### config.mk
export PLATFORM = sky130hd
export DESIGN_NAME = fifo_write_arbiter_flat
export DESIGN_NICKNAME = d
export VERILOG_FILES = /design/src/rtl/fifo_write_arbiter_pkg.sv /design/src/rtl/fifo_write_arbiter_if.sv /design/src/rtl/fifo_write_arbiter_rr_pick.sv /design/src/rtl/fifo_write_arbiter.sv /design/src/flat_wrapper.sv
export SDC_FILE = /design/constraint.sdc
export NUM_CORES = 1
export LEC_CHECK = 0
export BUFFER_PORTS_ARGS = -buffer_cell sky130_fd_sc_hd__buf_4
export CORE_MARGIN = 1.5
export CORE_UTILIZATION = 30
export CTS_CLUSTER_DIAMETER = 150
export DETAILED_ROUTE_END_ITERATION = 8
export PLACE_DENSITY = 0.61
export SETUP_SLACK_MARGIN = 0.05
export SKIP_CTS_REPAIR_TIMING = 1
export SKIP_LAST_GASP = 1
export SLEW_MARGIN = 15
export SYNTH_ARGS = -nofsm -noshare
export SYNTH_HDL_FRONTEND = slang
export SYNTH_SLANG_ARGS = --single-unit
export TNS_END_PERCENT = 50
### constraint.sdc
create_clock -name clk -period 3.2 [get_ports clk]
set_input_delay 0.16 -clock clk [delete_from_list [all_inputs] [get_ports clk]]
set_output_delay 0.16 -clock clk [all_outputs]
set_load 0.005 [all_outputs]
### src/rtl/fifo_write_arbiter_pkg.sv
// Shared types and default sizing for the FIFO write-port arbiter.
package fifo_arb_pkg;

  typedef enum logic {
    IDLE  = 1'b0,
    GRANT = 1'b1
  } arb_state_t;

  localparam int DEF_NUM_REQ    = 4;
  localparam int DEF_DATA_WIDTH = 8;
  localparam int DEF_MAX_BURST  = 4;

endpackage

### src/rtl/fifo_write_arbiter_if.sv
// Producer-request / FIFO-write bundle between producers, arbiter and FIFO.
interface fifo_write_arbiter_if #(
  parameter int NUM_REQ    = 4,
  parameter int DATA_WIDTH = 8
);

  logic [NUM_REQ-1:0]            req;
  logic [NUM_REQ*DATA_WIDTH-1:0] req_data;
  logic [NUM_REQ-1:0]            ack;
  logic                          fifo_full;
  logic                          fifo_write_en;
  logic [DATA_WIDTH-1:0]         fifo_data_in;
  logic [NUM_REQ-1:0]            grant;
  logic                          busy;

  modport master (
    output req, req_data, fifo_full,
    input  ack, fifo_write_en, fifo_data_in, grant, busy
  );

  modport slave (
    input  req, req_data, fifo_full,
    output ack, fifo_write_en, fifo_data_in, grant, busy
  );

endinterface

### src/rtl/fifo_write_arbiter_rr_pick.sv
// Rotating priority encoder: first requester at or after last+1, wrapping.
module rr_pick #(
  parameter  int NUM_REQ = 4,
  localparam int IDX_W   = $clog2(NUM_REQ)
) (
  input  logic [NUM_REQ-1:0] req,
  input  logic [IDX_W-1:0]   last,
  output logic [IDX_W-1:0]   pick,
  output logic               valid
);

  logic [IDX_W-1:0] idx;

  // Scan from farthest to nearest so the nearest requester wins.
  always_comb begin
    pick  = '0;
    idx   = '0;
    valid = |req;
    for (int k = NUM_REQ; k >= 1; k--) begin
      idx = IDX_W'((int'(last) + k) % NUM_REQ);
      if (req[idx]) pick = idx;
    end
  end

endmodule

### src/rtl/fifo_write_arbiter.sv
// Round-robin burst arbiter driving the single write port of a synchronous FIFO.
module fifo_write_arbiter
  import fifo_arb_pkg::*;
#(
  parameter int NUM_REQ    = DEF_NUM_REQ,
  parameter int DATA_WIDTH = DEF_DATA_WIDTH,
  parameter int MAX_BURST  = DEF_MAX_BURST
) (
  input logic                clk,
  input logic                reset,
  fifo_write_arbiter_if.slave bus
);

  localparam int IDX_W   = $clog2(NUM_REQ);
  localparam int BURST_W = $clog2(MAX_BURST + 1);

  arb_state_t          state_q, state_d;
  logic [IDX_W-1:0]    owner_q, owner_d;
  logic [IDX_W-1:0]    last_q, last_d;
  logic [BURST_W-1:0]  burst_q, burst_d;
  logic [IDX_W-1:0]    pick;
  logic                pick_vld;
  logic                owner_req;
  logic                write;

  logic [NUM_REQ-1:0]    grant_c;
  logic [NUM_REQ-1:0]    ack_c;
  logic                  busy_c;
  logic                  write_en_c;
  logic [DATA_WIDTH-1:0] data_c;

  rr_pick #(.NUM_REQ(NUM_REQ)) u_rr_pick (
    .req   (bus.req),
    .last  (last_q),
    .pick  (pick),
    .valid (pick_vld)
  );

  assign owner_req = bus.req[owner_q];
  // Reset gates the strobe so a beat presented during reset is never written.
  assign write = (state_q == GRANT) && owner_req && !bus.fifo_full && !reset;

  always_ff @(posedge clk) begin
    if (reset) begin
      state_q <= IDLE;
      owner_q <= '0;
      last_q  <= IDX_W'(NUM_REQ - 1);
      burst_q <= '0;
    end else begin
      state_q <= state_d;
      owner_q <= owner_d;
      last_q  <= last_d;
      burst_q <= burst_d;
    end
  end

  always_comb begin
    state_d = state_q;
    owner_d = owner_q;
    last_d  = last_q;
    burst_d = burst_q;
    case (state_q)
      IDLE: begin
        if (pick_vld) begin
          owner_d = pick;
          burst_d = '0;
          state_d = GRANT;
        end
      end
      GRANT: begin
        if (!owner_req) begin
          state_d = IDLE;
          last_d  = owner_q;
        end else if (write) begin
          burst_d = burst_q + BURST_W'(1);
          if (burst_q == BURST_W'(MAX_BURST - 1)) begin
            state_d = IDLE;
            last_d  = owner_q;
          end
        end
      end
      default: state_d = IDLE;
    endcase
  end

  always_comb begin
    grant_c    = '0;
    ack_c      = '0;
    busy_c     = 1'b0;
    write_en_c = 1'b0;
    data_c     = '0;
    if (state_q == GRANT && !reset) begin
      grant_c[owner_q] = 1'b1;
      busy_c           = 1'b1;
      if (write) begin
        write_en_c     = 1'b1;
        ack_c[owner_q] = 1'b1;
        data_c         = bus.req_data[owner_q*DATA_WIDTH +: DATA_WIDTH];
      end
    end
  end

  assign bus.grant         = grant_c;
  assign bus.ack           = ack_c;
  assign bus.busy          = busy_c;
  assign bus.fifo_write_en = write_en_c;
  assign bus.fifo_data_in  = data_c;

endmodule

### src/flat_wrapper.sv
// flat-port wrapper written by rule: the top's interface ports become plain ports
module fifo_write_arbiter_flat import fifo_arb_pkg::*;
#(
  parameter int NUM_REQ    = DEF_NUM_REQ,
  parameter int DATA_WIDTH = DEF_DATA_WIDTH,
  parameter int MAX_BURST  = DEF_MAX_BURST
)
  (clk, reset, bus_req, bus_req_data, bus_fifo_full, bus_ack, bus_fifo_write_en, bus_fifo_data_in, bus_grant, bus_busy);
  fifo_write_arbiter_if #(.NUM_REQ(NUM_REQ), .DATA_WIDTH(DATA_WIDTH)) bus_i ();
  input logic clk;
  input logic reset;
  input wire logic [$bits(bus_i.req)-1:0] bus_req;
  input wire logic [$bits(bus_i.req_data)-1:0] bus_req_data;
  input wire logic [$bits(bus_i.fifo_full)-1:0] bus_fifo_full;
  output wire logic [$bits(bus_i.ack)-1:0] bus_ack;
  output wire logic [$bits(bus_i.fifo_write_en)-1:0] bus_fifo_write_en;
  output wire logic [$bits(bus_i.fifo_data_in)-1:0] bus_fifo_data_in;
  output wire logic [$bits(bus_i.grant)-1:0] bus_grant;
  output wire logic [$bits(bus_i.busy)-1:0] bus_busy;
  assign bus_i.req = bus_req;
  assign bus_i.req_data = bus_req_data;
  assign bus_i.fifo_full = bus_fifo_full;
  assign bus_ack = bus_i.ack;
  assign bus_fifo_write_en = bus_i.fifo_write_en;
  assign bus_fifo_data_in = bus_i.fifo_data_in;
  assign bus_grant = bus_i.grant;
  assign bus_busy = bus_i.busy;
  fifo_write_arbiter #(.NUM_REQ(NUM_REQ), .DATA_WIDTH(DATA_WIDTH), .MAX_BURST(MAX_BURST)) u_core (.clk(clk), .reset(reset), .bus(bus_i));
endmodule
**Word level (Yosys, flattened, before mapping)**

Cells that the tools add are included.

- Flip-flop bits (word level): 8
- Latch bits: 0
- Bits in writable memories: 0
- ROM bits: 0
- Input bits: 39
- Output and inout port bits: 18
- Logic and storage cells: 70
- Memories: 0

- Add/sub/neg operators: 5
- Multipliers: 0
- Divide/modulo/power cells: 0
- $lt $le $gt $ge: 6
- Equal/unequal tests: 6
- Shifts and indexed selects: 1
- Muxes and demuxes: 36
- Bitwise logic cells: 1
- Reduce and logical (&&, ||, !) cells: 11

Operators by type and width:

| operator | number |
|---|---|
| indexed part select 32 x 6 -> 8 bit | 1 |
| two-way mux 8 bit | 2 |
| < comparator 2 x 3 -> 1 bit (second input constant) | 5 |
| two-way mux 2 bit | 7 |
| two-way mux 1 bit | 13 |
| two-way mux 4 bit | 3 |
| binary-select mux 1 bit (select 2 bit) | 5 |
| two-way mux 3 bit | 3 |
| inequality test 2 bit (second input constant) | 4 |
| case mux 3 bit (2 select lines) | 1 |
| AND reduction 3 bit | 2 |
| logical AND 1 bit | 5 |
| adder 2 x 1 -> 2 bit (second input constant) | 2 |
| adder 2 bit (second input constant) | 2 |
| OR reduction 4 bit | 1 |
| adder 3 x 1 -> 3 bit (second input constant) | 1 |
| equality test 3 x 2 -> 1 bit (second input constant) | 1 |
| demux 1 bit (select 2 bit) | 1 |
| >= comparator 2 x 1 -> 1 bit (second input constant) | 1 |
| zero test 1 bit | 2 |
| inequality test 2 x 1 -> 1 bit (second input constant) | 1 |
| case mux 1 bit (2 select lines) | 1 |
| AND reduction 2 bit | 1 |
| NOT 1 bit | 1 |

**Depth between registers and ports, before layout**

Gate-level depths: netlist of the first run.

- Depth after elaboration: 8
- Gate-level depth with buffers: 6
- Gate-level depth less buffers: 6

**Hierarchy**

A second synthesis of the first run with hierarchy kept.

- Cells, all modules: 90
- Area, all modules: 842.1 µm²

By module, submodules not included:

| module | instances | cells each | area each (µm²) | sequential area each (µm²) |
|---|---|---|---|---|
| fifo_write_arbiter | 1 | 76 | 750.7 | 160.2 |
| rr_pick | 1 | 14 | 91.3 | 0.0 |

**Worst setup path before layout of the first run**

No wires, ideal clock.

- Kind: reg-to-reg
- Start: register u_core.owner_q[0]
- End: register u_core.last_q[0]
- Setup time: 0.122 ns
- Arrival: 1.383 ns
- Required time: 3.078 ns
- Path slack: 1.695 ns
- Cell stages (with the launch flop): 6
- Buffers on the path: 1
- Clock period less this slack: 1.505 ns
- Path through: dfxtp_1 > buf_6 > mux4_2 > o21ai_2 > a21boi_1 > a311o_1

- Word-level cells in the longest chain between the ends: 7
- Elaborated cells between the ends (all ways): 11
- Those cells by class: eq/ne (2); mux (5); reduce/logical (4)

RTL lines:

| item | RTL line | RTL |
|---|---|---|
| start, declared | fifo_write_arbiter.sv:18 | `logic [IDX_W-1:0] owner_q, owner_d;` |
| start signal, assigned | fifo_write_arbiter.sv:51 | `owner_q <= owner_d;` |
| binary-select mux 1 bit (select 2 bit) | fifo_write_arbiter.sv:39 | `assign owner_req = bus.req[owner_q];` |
| two-way mux 1 bit (implied by the code) | fifo_write_arbiter.sv:39 |  |
| logical AND 1 bit (3 in series) | fifo_write_arbiter.sv:41 | `assign write = (state_q == GRANT) && owner_req && !bus.fifo_full && !reset;` |
| inequality test 2 bit (no line) | -- |  |
| AND reduction 3 bit (no line) | -- |  |
| end signal, assigned | fifo_write_arbiter.sv:47 | `last_q <= IDX_W'(NUM_REQ - 1);` |
| end signal, assigned | fifo_write_arbiter.sv:52 | `last_q <= last_d;` |
| end, declared | fifo_write_arbiter.sv:19 | `logic [IDX_W-1:0] last_q, last_d;` |

Parallel ways exist; a longest one is shown, timed or not. The select of a mux whose other input is x is not followed.
A chain may end at the register's enable or synchronous reset.

**Final worst setup path of the first run**

- Start: register u_core.owner_q[0]
- End: output bus_fifo_data_in[6]

- Word-level cells in the longest chain between the ends: 7
- Elaborated cells between the ends (all ways): 8
- Those cells by class: shift (1); mux (4); reduce/logical (3)

RTL lines:

| item | RTL line | RTL |
|---|---|---|
| parallel branches: the longest is 5 deep, another holds indexed part select 32 x 6 -> 8 bit | -- |  |
| two-way mux 8 bit * | fifo_write_arbiter.sv:95 | `if (write) begin` |
| two-way mux 8 bit * | fifo_write_arbiter.sv:92 | `if (state_q == GRANT && !reset) begin` |
| end, declared | flat_wrapper.sv:17 | `output wire logic [$bits(bus_i.fifo_data_in)-1:0] bus_fifo_data_in;` |

Every way passes the cells marked *. The select of a mux whose other input is x is not followed.

==> impl_results.md, run 1 <==
- Status: finished, final reports clean
- Hold violation count in the final report: 0
- Clock slew at reported path FFs: 0.05 ns
- Max-Cap Viols: 0
- Via count of the first global-routing pass: just under 900
- CP Max Fanout: 11
- Placement Cell Area: ~1300 µm²
- Synth Warn #: 0
- Slew @ Worst Pin: roughly 0.36 ns
- Synth Instances: between 80 and 90
- Starting Density: 0.324
- Leak: 0.606 nW
- Synthesized cell area: between 800 and 900 µm²
- DRC: 0
- Critical path arrival: ~2.0 ns
- Buffers on Ports: 56
- Vias: around 900
- Share of cells above drive strength 1: 0.486
- Worst Skew: around 0.0022 ns
- Delay-heaviest family, CP: multiplexers
- Setup crit end kind: primary output
- Multi-input gate area: approximately 600 µm²
- Initial antenna violation count: 0
- Post-synthesis average cell area: approximately 9 µm²
- Overflow after GRT: 0
- Worst vdd ir: about 0.27 mV
- Final Max Tran Viols: 0
- Area share of the largest cell type after synthesis: 0.194
- FMAX: 463 MHz
- Total global routing track utilization: 0.155
- Cts bufs inserted: 3
- Critical path's slowest cell: mux4_2
- Wire per inst: between 10 and 15 µm
- TritonCTS clock tree: yes
- Antenna diode count: 0
- Commonest non-fill, non-tap cell in the layout: buf_4
- Core Region: 2540 µm²
- CP Launch Type: flop
- Fin util: 0.504
- Nets: between 150 and 200
- Worst stage delay on the critical path: ~0.55 ns
- Commonest non-fill, non-tap cells in the layout: buf_4 (58), nor2_1 (11), and2_1 (8), dfxtp_1 (8)
- Via density: 5.15
- Synth-to-layout area growth: 55.7%
- Critical path, cell by cell: mux4_2 > nand3_1 > inv_1 > and2_1 > buf_4
- Syn_nets: 130
- Largest net degree at the start of global routing: 18
- Tcrit/Tclk final: 0.675
- Final Total Pwr: about 0.37 mW
- Routed Antenna Nets: 0
- CP bufs+invs: 2
- Headroom to the max-slew limit: 0.760
- Leading area contributor after synthesis: dfxtp_1
- Required time worst endpoint: roughly 3.0 ns
- Crit Path Category: reg -> out
- Later-pin clock latency in the skew report: approximately 0.25 ns
- Die H: 55.4 µm
- Register Area: 160 µm²
- CTS root buf: clkbuf_4
- Row count: 18
- Fillers: around 240
- Sequential area share after synthesis: 0.194
- CTS Buffer Depth: 2
- DR iter-0 viols: 32
- Clock sink total: 8
- Final setup viols: 0
- Pre-antenna DRT Iters: 4
- Pwr dens: 288 nW/µm²
- Min-Delay Path Class: in -> reg
- Final Instance Area: about 1300 µm²
- First-pass GRT wire length: roughly 4000 µm
- GPL Wtd Cong: about 0.74
- WL final: between 2000 and 2500 µm
- CTS H-tree lvls: 1
- Leading post-synthesis cells by cell area: dfxtp_1 (19%), mux4_2 (16%), mux4_1 (13%)
- Setup TNS: 0 ns
- Final min period: around 2.2 ns
- Seq cells post-synth: 8
- RSZ-0062 raised after global routing: false
- Die area: between 3000 and 4000 µm²
- Die width: ~55 µm
- Synth cell types: 32
- I/O pins: 57
area by class of cell:
class | instances | area share
multi-input cells | 68 | 0.469
well taps | 30 | 0.0292
flip-flops and latches | 8 | 0.125
clock buffers | 3 | 0.0175
repair buffers | 58 | 0.339
inverters | 7 | 0.0205
routing by layer:
layer | GRT usage | vias to the layer above | part of all wire
met5 | 0 | - | 0
met4 | 0.0174 | 0 | 0
met3 | 0.0468 | 0 | 0.078
met2 | 0.270 | 40 | 0.48
met1 | 0.194 | 413 | 0.44
li1 | - | 443 | -
worst paths after layout:
check / slack, ns / end / cells after the start / startpoint
worst max-delay path: 1.04 / bus_fifo_data_in[6] / 5 / u_core.owner_q[0]
worst min register to register: 0.49 / u_core.burst_q[0] / 1 / u_core.burst_q[0]
worst min-delay path: 0.16 / u_core.owner_q[0] / 2 / reset
worst max register to register: 1.67 / u_core.burst_q[1] / 4 / u_core.owner_q[0]
cell families after synthesis:
| group | share of synthesized area |
|---|---|
| mux | 0.329 |
| fa+ha+maj | 0.0303 |
| flops | 0.194 |
| compound gates | 0.120 |
| buf+inv | 0.0759 |
| simple gates | 0.250 |
report_power, final:
| part | internal (mW) | switching, mW | total (mW) | leakage (nW) |
|---|---|---|---|---|
| combinational | 0.104 | 0.0676 | 0.171 | 0.527 |
| sequential | 0.110 | 0.0132 | 0.123 | 0.0656 |
| clock | 0.0428 | 0.0322 | 0.0750 | 0.0138 |
cell usage after synthesis (all sizes together):
cell type  count
a311o          1
a21boi         1
nand3          1
nor3           2
mux4          10
o22ai          1
nand2          7
nand2b         3
inv            7
o221a          1
nor3b          2
nor2b          1
mux2i          2
nor2          11
a221oi         1
o21ai          5
buf            5
ha             2
or4            1
clkbuf         1
nand4b         3
mux2           1
dfxtp          8
a21oi          2
a21o           1
a211o          1
and2           8
per-stage QoR:
stage,hold WS (ns),instances,setup slack (ns)
2_1_floorplan,0.371,89,1.69
3_3_place_gp,0.422,171,1.39
3_5_place_dp,0.422,171,1.29
4_1_cts,0.157,174,1.01
5_1_grt,0.153,174,0.865
6_report,0.162,174,1.04
registers in the layout, summed over array words and instances, names as in the netlist:
| name | count |
|---|---|
| u_core.last_q | 2 |
| u_core.state_q | 1 |
| u_core.burst_q | 3 |
| u_core.owner_q | 2 |
No activity file was read; power rests on OpenSTA's default activity.
==> inputs of run 2 (changes only) <==
- PLACE_DENSITY: 0.61 -> 0.64
- clock period: 3.2 -> 1.8 ns (I/O delays scaled with it)
==> run 2 against run 1 <==
Design area rose by 6.9%. Register-to-register slack got worse by 1.5 ns. Count of clock-buffer cells in the layout unchanged. Routed wire length down 3.3%. Clock skew grew 0.0027 ns. Via count grew 1.1%. Hold slack got worse by 0.085 ns. Die area unchanged. Sequential power up 85%. Critical endpoint is now bus_fifo_data_in[1]. Largest cell class unchanged. Largest power group unchanged.
==> impl_results.md, run 2 (same netlist as run 1, synthesis figures left out) <==
- Core Region: approximately 2500 µm²
- CTS H-tree lvls: 1
- Critical path arrival: about 1.6 ns
- Pre-antenna DRT Iters: 2
- Nets: just under 200
- Pwr dens: slightly above 500 nW/µm²
- Switching portion of total power: 0.304
- Min-Delay Path Class: in -> reg
- Final Instance Area: ~1400 µm²
- Largest net degree at the start of global routing: 13
- Max-Cap Viols: 0
- I/O pins: 57
- First-pass GRT wire length: ~3900 µm
- TritonCTS clock tree: yes
- Die width: around 55 µm
- Buffers on Ports: 56
- Setup crit end kind: primary output
- Antenna diode count: 0
- Worst Skew: slightly below 0.005 ns
- Internal: approximately 0.49 mW
- DRC: 0
- CP Launch Type: flop
- Die area: approximately 3100 µm²
- Synth-to-layout area growth: 66.5%
- Final Max Tran Viols: 0
- Met1 WL: ~980 µm
- Met3 WL: 229 µm
- Required time worst endpoint: between 1.5 and 2 ns
- CTS root buf: clkbuf_4
- Vias: about 910
- Headroom to the max-slew limit: 0.796
- Status: finished, final reports clean
- Commonest non-fill, non-tap cells in the layout: buf_4 (61), nor2_1 (11), and2_1 (8)
- CP bufs+invs: 2
- Clock slew at reported path FFs: about 0.060 ns
- CTS Buffer Depth: 2
- DR WL met2: 1080 µm
- Leak: ~0.64 nW
- Share of cells above drive strength 1: 0.533
- Slew @ Worst Pin: 0.306 ns
- Hold violation count in the final report: 0
- Routed Antenna Nets: 0
- Top flop regs: u_core.burst_q x3, u_core.last_q x2, u_core.owner_q x2
- Clock sink total: 8
- Initial antenna violation count: 0
- Critical path, cell by cell: mux4_2 > nand3_4 > inv_4 > and2_1 > buf_4
- Worst stage delay on the critical path: about 0.55 ns
- Starting Density: 0.324
- RSZ-0062 raised after global routing: true
- Post-DP HPWL: 1830 µm
- Die H: around 55 µm
- Highest metal used: met4
- Row count: 18
- Critical path's slowest cell: mux4_2
- Commonest non-fill, non-tap cell in the layout: buf_4
- Via density: roughly 5.0
- Tcrit/Tclk final: 0.957
- Combinational fraction of design power: 0.483
- WL final: about 2300 µm
- Crit Path Category: reg -> out
- DR iter-0 viols: 22
- Setup TNS: 0 ns
- Placement Cell Area: approximately 1300 µm²
- Cts bufs inserted: 3
- Overflow after GRT: 0
- Worst vdd ir: 0.505 mV
- GPL Wtd Cong: around 0.8
- Max reg flops: 3
- FMAX: roughly 580 MHz
- CP Max Fanout: 9
- Seq pwr share: 0.321
- Clock group share of total power: 0.197
- Final min period: 1.72 ns
- Via count of the first global-routing pass: 850
- Total global routing track utilization: 0.155
- Largest Register: u_core.burst_q
- Later-pin clock latency in the skew report: around 0.26 ns
- Wire per inst: 12.8 µm
- Delay-heaviest family, CP: multiplexers
- Final setup viols: 0
- NetSw: approximately 0.22 mW
==> run 2: cell count changes in the layout (fill, tap and decap cells not counted), sizes merged <==
| cell | previous run | this run |
|---|---|---|
| clkbuf | 3 | 4 |
| buf | 58 | 63 |
==> run 2: path summary, 6_finish.rpt <==
| kind | from | to | slack, ns | depth (start not counted) |
|---|---|---|---|---|
| hold reg to reg | u_core.burst_q[0] | u_core.burst_q[0] | 0.48 | 1 |
| hold / removal | reset | u_core.owner_q[0] | 0.08 | 2 |
| setup reg to reg | u_core.owner_q[0] | u_core.last_q[0] | 0.14 | 5 |
| setup / recovery | u_core.owner_q[0] | bus_fifo_data_in[1] | 0.08 | 5 |
==> run 2: cell type report <==
cell class,count,area (µm²)
clock buffer,3,22.5
fill,234,1170
inverter,7,28.8
multi-input combinational,68,611
sequential,8,164
tap,30,37.5
timing repair buffer,64,509
==> run 2: routing by layer <==
layer	vias up	track usage
met1	407	0.196
met2	46	0.252
met5	-	0
met4	0	0.0209
li1	451	-
met3	2	0.0679
==> run 2: worst register-to-register path, stage by stage (launching register included) <==
cell and delay, ns:
dfxtp_4 0.38, mux4_2 0.55, buf_4 0.16, o21ai_2 0.05, a21boi_1 0.08, a311o_1 0.32
==> run 2: through the flow <==
step | hold slack (ns) | util | worst slack [ns] | total power, mW | std cells
global route | 0.0856 | 0.539 | 0.0159 | 0.764 | 180
finish | 0.0771 | 0.539 | 0.0775 | 0.708 | 180
CTS | 0.0767 | 0.513 | -0.0106 | 0.679 | 177
global placement | 0.350 | 0.504 | 0.290 | 0.529 | 174
detailed placement | 0.357 | 0.504 | 0.258 | 0.536 | 174
floorplan | 0.301 | - | 0.295 | 0.409 | 89
==> run 2: power groups by stage <==
stage | clock network, mW | logic [mW] | registers, mW
2_1_floorplan | 0 | 0.195 | 0.214
3_3_place_gp | 0 | 0.306 | 0.223
3_5_place_dp | 0 | 0.312 | 0.224
4_1_cts | 0.147 | 0.312 | 0.220
5_1_grt | 0.156 | 0.376 | 0.232
6_report | 0.139 | 0.342 | 0.227
==> inputs of run 3 (changes only) <==
- CORE_UTILIZATION: 30 -> 37
- PLACE_DENSITY: 0.64 -> 0.76
==> run 3 against run 2 <==
Design area is 3.9% lower. Clock skew decreased by 0.0025 ns. Sequential cell count unchanged. Sequential share of layout area increased by 0.49 points.
==> impl_results.md, run 3 (same netlist as run 1, synthesis figures left out) <==
- Status: finished, final reports clean
- Critical path, cell by cell: mux4_2 > nand3_2 > inv_2 > and2_1 > buf_4
- CP Launch Type: flop
- Initial antenna violation count: 0
- Synth-to-layout area growth: 59.9%
- Vias: just over 900
- WL final: roughly 2400 µm
- Required time worst endpoint: ~1.7 ns
- Row count: 16
- Worst vdd ir: roughly 0.39 mV
- Slew @ Worst Pin: between 0.2 and 0.3 ns
- Pre-antenna DRT Iters: 4
- Clock slew at reported path FFs: approximately 0.060 ns
- CTS root buf: clkbuf_4
- Clock sink total: 8
- Register Area: 164 µm²
- Overflow after GRT: 0
- Commonest non-fill, non-tap cell in the layout: buf_4
- FMAX: a little under 600 MHz
- Core Region: about 2000 µm²
- WHS: about 0.075 ns
- First-pass GRT wire length: 3980 µm
- Later-pin clock latency in the skew report: approximately 0.26 ns
- WP depth: 5
- Starting Density: 0.408
- DR iter-0 viols: 7
- GPL Wtd Cong: roughly 0.84
- Critical path arrival: ~1.6 ns
- Buffers on Ports: 56
- Crit Path Category: reg -> out
- CTS H-tree lvls: 1
- Leak: between 0.6 and 0.7 nW
- Total global routing track utilization: 0.202
- Cts bufs inserted: 3
- Final Max Tran Viols: 0
- Headroom to the max-slew limit: 0.819
- CP Max Fanout: 9
- I/O pins: 57
- Wire per inst: roughly 14 µm
- Min-Delay Path Class: in -> reg
- Nets: 190
- Largest net degree at the start of global routing: 15
- Die H: 50.2 µm
- Pwr dens: between 500 and 600 nW/µm²
- Commonest non-fill, non-tap cells in the layout: buf_4 (59), nor2_1 (11), and2_1 (8)
- Max reg flops: 3
- Delay-heaviest family, CP: multiplexers
- Tcrit/Tclk final: 0.958
- Setup crit end kind: primary output
- Hold violation count in the final report: 0
- TritonCTS clock tree: yes
- Worst Skew: 0.00234 ns
- Final min period: 1.72 ns
- R2R cell count: 5
- Routed Antenna Nets: 0
- RSZ-0062 raised after global routing: true
- Via density: 5.26
- Die width: roughly 50 µm
- CP bufs+invs: 2
- Share of cells above drive strength 1: 0.524
- Post-DP HPWL: 1910 µm
- Worst stage delay on the critical path: between 0.5 and 0.6 ns
- Largest Register: u_core.burst_q
- Multi-input gate area: 603 µm²
- Antenna diode count: 0
- Setup TNS: 0 ns
- DRC: 0
- Top flop regs: u_core.burst_q x3, u_core.last_q x2, u_core.owner_q x2
- Final setup viols: 0
- CTS Buffer Depth: 2
- Critical path's slowest cell: mux4_2
- Via count of the first global-routing pass: 850
- Max-Cap Viols: 0
- Die area: around 2500 µm²
- Fillers: roughly 190
- Hold Crit Depth: 2
[run 3: cell count changes in the layout (fill, tap and decap cells not counted), sizes merged]
cell / delta
buf: -2
clkbuf: -1
[run 3: power by group]
part           total, mW  switching (mW)  internal, mW
logic              0.320           0.119         0.201
registers          0.224          0.0272         0.197
clock network      0.146          0.0688        0.0768
[run 3: layout make-up]
type | count | share of cell area
clock buffer | 3 | 0.0171
inverter | 7 | 0.0199
multi-input combinational | 68 | 0.457
sequential | 8 | 0.124
tap | 27 | 0.0256
timing repair buffer | 61 | 0.356
[run 3: worst paths after layout]
path                           from             endpoint  slack, ns
setup / recovery  u_core.owner_q[0]  bus_fifo_data_in[5]       0.08
hold / removal                reset    u_core.owner_q[0]       0.07
setup reg to reg  u_core.owner_q[0]     u_core.last_q[0]       0.19
hold reg to reg   u_core.burst_q[0]    u_core.burst_q[0]       0.48
[run 3: through the flow]
stage                     power, mW  instance area [µm²]  setup WS (ns)  instances  utilization
after global placement        0.523                 1270          0.306        170        0.629
after detailed placement      0.531                 1270          0.271        170        0.629
final                         0.690                 1320         0.0754        174        0.652
after floorplan               0.409                  825          0.295         89            -
after global routing          0.740                 1320        0.00284        174        0.652
after CTS                     0.681                 1290        -0.0204        173        0.640
[run 3: metal layers]
layer  global-route usage  vias to the layer above  share of wire
met3               0.0387                        2          0.094
li1                     -                      445              -
met1                0.246                      427           0.41
met4               0.0556                        0         0.0053
met5                    0                        -              0
met2                0.357                       42           0.49
